## src/rtl/rdm_llr_join_packer.sv

```systemverilog
// rdm_llr_join_packer: packs narrow demapper LLR beats (1..8 bytes) into
// variable-length, LSB-aligned groups for the rate de-matching FIFO Join port.
// Each code block consumes exactly E LLRs and then flushes any partial group.
module rdm_llr_join_packer #(
  parameter int GROUP_BYTES = 16
) (
  input  logic         i_core_clk,
  input  logic         i_rx_rstn,
  input  logic         i_cb_start,
  input  logic [15:0]  i_cb_e,
  input  logic         i_llr_valid,
  output logic         o_llr_ready,
  input  logic [3:0]   i_llr_num,
  input  logic [63:0]  i_llr_data,
  output logic         JoinEnable,
  input  logic         JoinPermit,
  output logic [4:0]   JoinAmount,
  output logic [255:0] JoinData,
  output logic         o_cb_done,
  output logic         o_overrun
);

  typedef enum logic [1:0] {S_IDLE, S_FILL, S_EMIT, S_DONE} state_t;

  localparam logic [5:0] GB = 6'(GROUP_BYTES);

  state_t         state_q, state_d;
  logic [255:0]   acc_q, acc_d;
  logic [5:0]     acc_cnt_q, acc_cnt_d;
  logic [15:0]    rem_q, rem_d;
  logic           overrun_q, overrun_d;

  logic           llr_ready;
  logic           beat_fire;
  logic [3:0]     take;
  logic [5:0]     new_cnt;
  logic [15:0]    new_rem;
  logic [255:0]   beat_shifted;

  // Bytes actually consumed from a beat: never more than 8 (bus width) nor
  // more than the LLRs still owed to this code block.
  function automatic logic [3:0] take_cnt(input logic [3:0] num, input logic [15:0] rem);
    logic [3:0] n;
    n = (num > 4'd8) ? 4'd8 : num;
    if ({12'b0, n} > rem) return rem[3:0];
    return n;
  endfunction

  // Keeps only the lowest 'take' bytes of a beat so dropped excess bytes
  // can never leak into the accumulator.
  function automatic logic [63:0] byte_mask(input logic [3:0] tk);
    logic [63:0] m;
    m = '0;
    for (int i = 0; i < 8; i++) begin
      if (4'(i) < tk) m[i*8 +: 8] = 8'hFF;
    end
    return m;
  endfunction

  // Outputs decode from registers only; no path from JoinPermit or i_llr_valid.
  assign llr_ready   = (state_q == S_FILL) && (rem_q != 16'd0) && (acc_cnt_q < GB);
  assign o_llr_ready = llr_ready;
  assign JoinEnable  = (state_q == S_EMIT);
  assign JoinAmount  = (state_q == S_EMIT) ? 5'(acc_cnt_q - 6'd1) : 5'd0;
  assign JoinData    = (state_q == S_EMIT) ? acc_q : '0;
  assign o_cb_done   = (state_q == S_DONE);
  assign o_overrun   = overrun_q;

  // Next-state, accumulator append and group hand-off decisions.
  always_comb begin
    state_d      = state_q;
    acc_d        = acc_q;
    acc_cnt_d    = acc_cnt_q;
    rem_d        = rem_q;
    overrun_d    = 1'b0;
    beat_fire    = i_llr_valid && llr_ready;
    take         = take_cnt(i_llr_num, rem_q);
    new_cnt      = acc_cnt_q + {2'b0, take};
    new_rem      = rem_q - {12'b0, take};
    beat_shifted = {192'b0, (i_llr_data & byte_mask(take))} << {acc_cnt_q, 3'b000};
    case (state_q)
      S_IDLE: begin
        if (i_cb_start) begin
          rem_d     = i_cb_e;
          acc_d     = '0;
          acc_cnt_d = '0;
          state_d   = (i_cb_e != 16'd0) ? S_FILL : S_DONE;
        end
      end
      S_FILL: begin
        if (beat_fire) begin
          acc_d     = acc_q | beat_shifted;
          acc_cnt_d = new_cnt;
          rem_d     = new_rem;
          overrun_d = ({12'b0, i_llr_num} > rem_q);
          // Close the group on threshold, or flush the tail once E is exhausted.
          if ((new_cnt >= GB) || ((new_rem == 16'd0) && (new_cnt != 6'd0)))
            state_d = S_EMIT;
        end
      end
      S_EMIT: begin
        if (JoinPermit) begin
          acc_d     = '0;
          acc_cnt_d = '0;
          state_d   = (rem_q == 16'd0) ? S_DONE : S_FILL;
        end
      end
      S_DONE: state_d = S_IDLE;
      default: state_d = S_IDLE;
    endcase
  end

  // State and datapath registers; reset discards any partial group.
  always_ff @(posedge i_core_clk or negedge i_rx_rstn) begin
    if (!i_rx_rstn) begin
      state_q   <= S_IDLE;
      acc_q     <= '0;
      acc_cnt_q <= '0;
      rem_q     <= '0;
      overrun_q <= 1'b0;
    end else begin
      state_q   <= state_d;
      acc_q     <= acc_d;
      acc_cnt_q <= acc_cnt_d;
      rem_q     <= rem_d;
      overrun_q <= overrun_d;
    end
  end

endmodule

```

## config.mk

```make
export PLATFORM = sky130hd
export DESIGN_NAME = rdm_llr_join_packer
export DESIGN_NICKNAME = d
export VERILOG_FILES = /design/src/rtl/rdm_llr_join_packer.sv
export SDC_FILE = /design/constraint.sdc
export NUM_CORES = 1
export LEC_CHECK = 0
export CORE_ASPECT_RATIO = 1.25
export CORE_MARGIN = 8
export CORE_UTILIZATION = 56
export DETAILED_ROUTE_END_ITERATION = 8
export PLACE_DENSITY_LB_ADDON = 0.08
export SYNTH_ARGS = -nofsm -noshare
export SYNTH_HDL_FRONTEND = slang
export SYNTH_SLANG_ARGS = --single-unit
```

## constraint.sdc

```tcl
create_clock -name i_core_clk -period 12.2 [get_ports i_core_clk]
set_input_delay 1.83 -clock i_core_clk [delete_from_list [all_inputs] [get_ports i_core_clk]]
set_output_delay 1.83 -clock i_core_clk [all_outputs]
set_load 0.02 [all_outputs]
```

Word-level counts from Yosys, hierarchy flattened
Index checks and enable logic that the tools add are counted.

Bits in registers: 281. Latch bits: 0. RAM bits: 0. Memory bits (read-only): 0. Bits of input ports: 89. Output and inout port bits: 265. Memories: 0.

Add/sub/neg operators: 3. Multipliers: 0. Div/mod/pow operators: 0. Order comparisons: 13. Equality and inequality tests: 7. Shift operators: 1. Muxes and demuxes: 34. Bitwise operators: 2. Reductions and logical operators: 16.

Operator list (count): 256-bit 2-to-1 mux (4); 256-bit case mux with 3 select lines (1); 256-bit bitwise OR (1); 64-bit by 9-bit << shifter with 256-bit output (1); 64-bit bitwise AND (1); 8-bit 2-to-1 mux (8); 4-bit by 16-bit greater-than comparator with 1-bit output (2); 16-bit zero test (2); 16-bit 2-to-1 mux (2); 16-bit case mux with 2 select lines (1); 16-bit nonzero test (2); 6-bit 2-to-1 mux (3); 6-bit case mux with 3 select lines (1); 3-bit by 4-bit < comparator with 1-bit output (first input constant) (4); 16-bit by 4-bit subtractor with 16-bit output (1); 2-bit 2-to-1 mux (6); 4-bit 2-to-1 mux (3); 1-bit by 4-bit < comparator with 1-bit output (first input constant) (2); 2-bit by 4-bit < comparator with 1-bit output (first input constant) (2); 2-bit case mux with 4 select lines (1); 4-bit AND reduction (2); 6-bit by 4-bit adder with 6-bit output (1); 6-bit by 5-bit greater-or-equal comparator with 1-bit output (second input constant) (1); 6-bit by 5-bit < comparator with 1-bit output (second input constant) (1); 15 further kinds (23).

Depth between registers and ports, before layout
Word-level depth: 12. Depth in mapped cells: 22. Depth with buffers taken out: 18.

Worst setup path before layout
OpenSTA, ideal clock, no wires.

Path type: input-to-reg. Start: input i_llr_num[3]. End: register state_q[0]. Library setup time: 0.131 ns. Arrival time: 5.785 ns. Required time: 12.069 ns. Slack: 6.284 ns. Stages on the path: 20. Cells stage by stage: clkbuf_1 -> nand2b_1 -> inv_1 -> ha_1 -> nor2b_1 -> o211a_1 -> o21ai_4 -> mux2_4 -> buf_6 -> buf_2 -> inv_1 -> ha_1 -> or4_1 -> o21ai_0 -> nand4_1 -> nor4_1 -> o211ai_1 -> a2111oi_2 -> a41o_1 -> o211ai_1.

Word-level cells in the longest chain between the ends: 11.

Ends and longest elaborated chain: start, declared (RTL line 13) `input logic [3:0] i_llr_num,`; 4-bit greater-than comparator (RTL line 44) `n = (num > 4'd8) ? 4'd8 : num;`; 4-bit 2-to-1 mux * (RTL line 44); 4-bit by 16-bit greater-than comparator with 1-bit output (RTL line 45) `if ({12'b0, n} > rem) return rem[3:0];`; 1-bit 2-to-1 mux (RTL line 45); 4-bit 2-to-1 mux * (RTL line 46) `return n;`; 16-bit by 4-bit subtractor with 16-bit output / 6-bit by 4-bit adder with 6-bit output (equally long branches) (RTL line 79, 78); 16-bit zero test / 6-bit nonzero test (equally long branches) (RTL line 97) `if ((new_cnt >= GB) || ((new_rem == 16'd0) && (new_cnt != 6'd0)))`; 1-bit logical AND (RTL line 97); 1-bit logical OR * (RTL line 97); 2-bit by 1-bit inequality test with 1-bit output (no line) *; 4-bit AND reduction (no line) *; end signal, assigned (RTL line 122) `state_q <= state_d;`; end, declared (RTL line 27) `state_t state_q, state_d;`.

Mark *: on every way between the ends. The rest lies on a longest branch, timed or not. A chain may end at the register's enable or synchronous reset.

Final worst setup path
Ends and elaborated chain as after synthesis.

==> impl_metrics.yaml <==
synthesis:
  synthFlopType: "dfrtp_1"
  synth_cell_types: 81
  yosysSeqAreaShare_pct: 43.2
  yosysWarnings: 0
  synth_edf_count: 0
  synth.net_count: 1925
  syn_area_um2: 16300
  synthCells: 1819
  syn_avg_cell_area_um2: 8.96
  async_flop_share_pct: 100
  ys_ff_latch: 281
placed_design:
  port_buffers: 353
  place_congestion: 1.02
  dp_cells: 2452
  hpwl_mm: 51.0
  postPlaceCellArea_um2: 20000
  pre_cts_ws_ns: 4.92
critical_path:
  startpoint_type: "input port"
  cp_slowest_cell: "clkdlybuf4s50_1"
  cp.required_ns: 12.63
  crit_chain: "clkdlybuf4s50_1 > nand2b_1 > inv_1 > ha_1 > nor2b_1 > o211a_1 > o21ai_4 > mux2_4 > inv_1 > ha_1 > or4_1 > o21ai_0 > nand4_1 > nor4_1 > o211ai_1 > a2111oi_2 > a41o_1 > o211ai_1"
  worstRegToRegCells: 16
  r2r_slack_ns: 6.98
  cpPeakStageDelay_ns: 0.69
  rr_endpoint: "state_q[0]"
  arrival_ns: 7.18
  worstSetupEndpointType: "register"
  critPathMaxFanout: 26
  crit_type: "in -> reg"
  rr_startpoint: "rem_q[1]"
cts:
  postCtsResizedCells: 0
  cts_buffer_depth: 3
  h-tree-depth: 1
  cts.sinks: 281
  worst_skew_pair.late_latency_ns: 0.58
  cts.reportedPaths.clkPinSlew_ns: 0.07
  cts_tree: "done"
  cts_buffers: 27
  hold_buffers: 0
  postCtsSetupRepairBufs: 0
  clock_tree.root_cell: "clkbuf_16"
timing:
  drv_slew: 0
  worst_slack_ns: 5.45
  hold_viol_final: 0
  setup_viol: 0
  fin_skew_ns: 0.0196
  fmax_mhz: 148
  min_period_over_period_pct: 55.4
  worst_pin_slew_ns: 1.33
  finalSetupTns_ns: 0
  slew_headroom_pct: 10.7
  rsz0062_at_grt: "no"
  fin_crit_ns: 6.75
power_and_ir_drop:
  internal-power_uw: 2360
  ir_drop_mv: 0.145
  seq_power_share_pct: 32.6
  p_sw_share_pct: 47.1
  cellPowerDensity_nw_per_um2: 213
  clkPwrFrac_pct: 20.0
  p_leak_uw: 0.00879
  combPwrFrac_pct: 47.4
  p_sw_uw: 2100
die:
  die_x_um: 169
  initial_core_util_pct: 56.2
  io_pins: 354
  core_area_um2: 29000
  fp.dieH_um: 207
  rows: 70
  dieArea_um2: 34800
route:
  drt-total-wl_mm: 71.2
  viasPerCell: 6.75
  drc: 0
  first_iter_violations: 2169
  wire_per_inst_um: 28.5
  dr.pass1.iters: 8
  drtAntennaViolNets: 0
  vias: 16896
job:
  maxCapViolCount: 0
min_path:
  worstHoldStart: "acc_q[41]"
  hold_end: "acc_q[41]"
  min_path_cells: 2
  hold_path_class: "reg -> reg"
grt:
  grt_start_max_net_pins: 165
  grt-ovfl-total: 0
  grt_pass1_vias: 17179
  grt_use_total_pct: 39.7
  antenna_found_initial: 2
  grt_pass1_wl_mm: 105
run_status:
  status: "finished clean"
layout:
  fillers: 2018
  final_common_cell: "clkdlybuf4s50_1"
  fin_cells: 2503
  layout.nets: 2191
  area_delta_synth_final_pct: 28.3
  design_area_um2: 20900
  drive_above_1_share_pct: 6.37
  final_cell_mix: "clkdlybuf4s50_1, and2_1, dfrtp_1"
==> worst max-delay path by stage <==
stage | from | endpoint | slack, ns
after detailed placement | i_llr_num[3] | state_q[0] | 4.92
after global placement | i_llr_num[3] | state_q[0] | 5.05
final | i_llr_num[3] | state_q[0] | 5.45
after CTS | i_llr_num[3] | state_q[0] | 5.50
after global routing | i_llr_num[3] | state_q[0] | 5.06
after floorplan | i_llr_num[3] | state_q[0] | 6.28
==> kinds of logic after synthesis <==
kind of cell	count (synthesis)	share of synthesized area, %
AO/OA/AOI/OAI	583	25.6
buffers and inverters	163	4.12
flip-flops	281	43.2
AND/OR/NAND/NOR	749	24.2
multiplexers	17	1.15
XOR/XNOR	9	0.484
adder cells (fa/ha/maj)	17	1.35
==> stage by stage <==
step                      hold slack (ns)  total power (uW)  util [%]
final                               0.477              4460      72.1
after global routing                0.487              4620      72.1
after CTS                           0.478              4360      72.1
after detailed placement            0.464              3450      68.9
after global placement              0.456              3390      68.9
after floorplan                     0.438              2670         -
==> metal layers <==
metal,track usage [%],vias up,part of all wire [%]
li1,-,7130,-
met1,43.4,8188,34
met2,65.8,1221,47
met3,10.1,355,10
met4,31.5,2,8.7
met5,0,-,0.018
==> worst max-delay path, delay by kind of cell <==
kind | cells | cell delay [ns]
fa+ha+maj | 2 | 0.60
buf+inv | 3 | 0.88
compound gates | 7 | 1.90
mux | 1 | 0.45
simple gates | 5 | 1.52
==> cells in the mapped netlist, drive strengths merged, types with 6 or more instances <==
cell type / instances / area, um^2
a22oi: 16 / 120
nand2: 122 / 458
a211oi: 12 / 135
a21oi: 147 / 739
dfrtp: 281 / 7030
o221ai: 9 / 78.8
inv: 19 / 71.3
a32oi: 33 / 368
clkbuf: 111 / 417
ha: 16 / 200
mux2i: 9 / 93.8
mux2: 8 / 93.8
and2: 317 / 1990
buf: 32 / 179
a31oi: 13 / 81.3
a221oi: 64 / 579
a221o: 17 / 170
nor3: 28 / 140
o211ai: 9 / 72.6
nand2b: 19 / 119
nor2b: 9 / 56.3
o21a: 21 / 165
nor4: 14 / 130
o22ai: 61 / 388
nor2: 192 / 721
nand3: 8 / 40.0
a2bb2oi: 6 / 52.6
a32o: 16 / 169
a22o: 18 / 158
nor3b: 7 / 52.6
o2111ai: 11 / 103
o21ai: 105 / 537
nand4: 15 / 109
==> final cells by class <==
type	count	area (um^2)	area share (%)
antenna	2	5.00	0.0239
clock buffer	38	797	3.81
clock inverter	11	136	0.652
inverter	20	77.6	0.371
multi-input combinational	1375	8610	41.2
sequential	281	7030	33.6
tap	396	495	2.37
timing repair buffer	380	3750	18.0
==> registers in the layout (all words and copies together) (netlist names) <==
name       flops
acc_q        256
rem_q         16
acc_cnt_q      6
state_q        2
o_overrun      1
==> power by group through the flow <==
| stage | logic (uW) | registers (uW) | clock network [uW] |
|---|---|---|---|
| 2_1_floorplan | 1330 | 1340 | 0 |
| 3_3_place_gp | 1950 | 1440 | 0 |
| 3_5_place_dp | 2000 | 1450 | 0 |
| 4_1_cts | 2020 | 1440 | 890 |
| 5_1_grt | 2210 | 1480 | 928 |
| 6_report | 2120 | 1450 | 893 |
(Power assumes the default switching activity.)
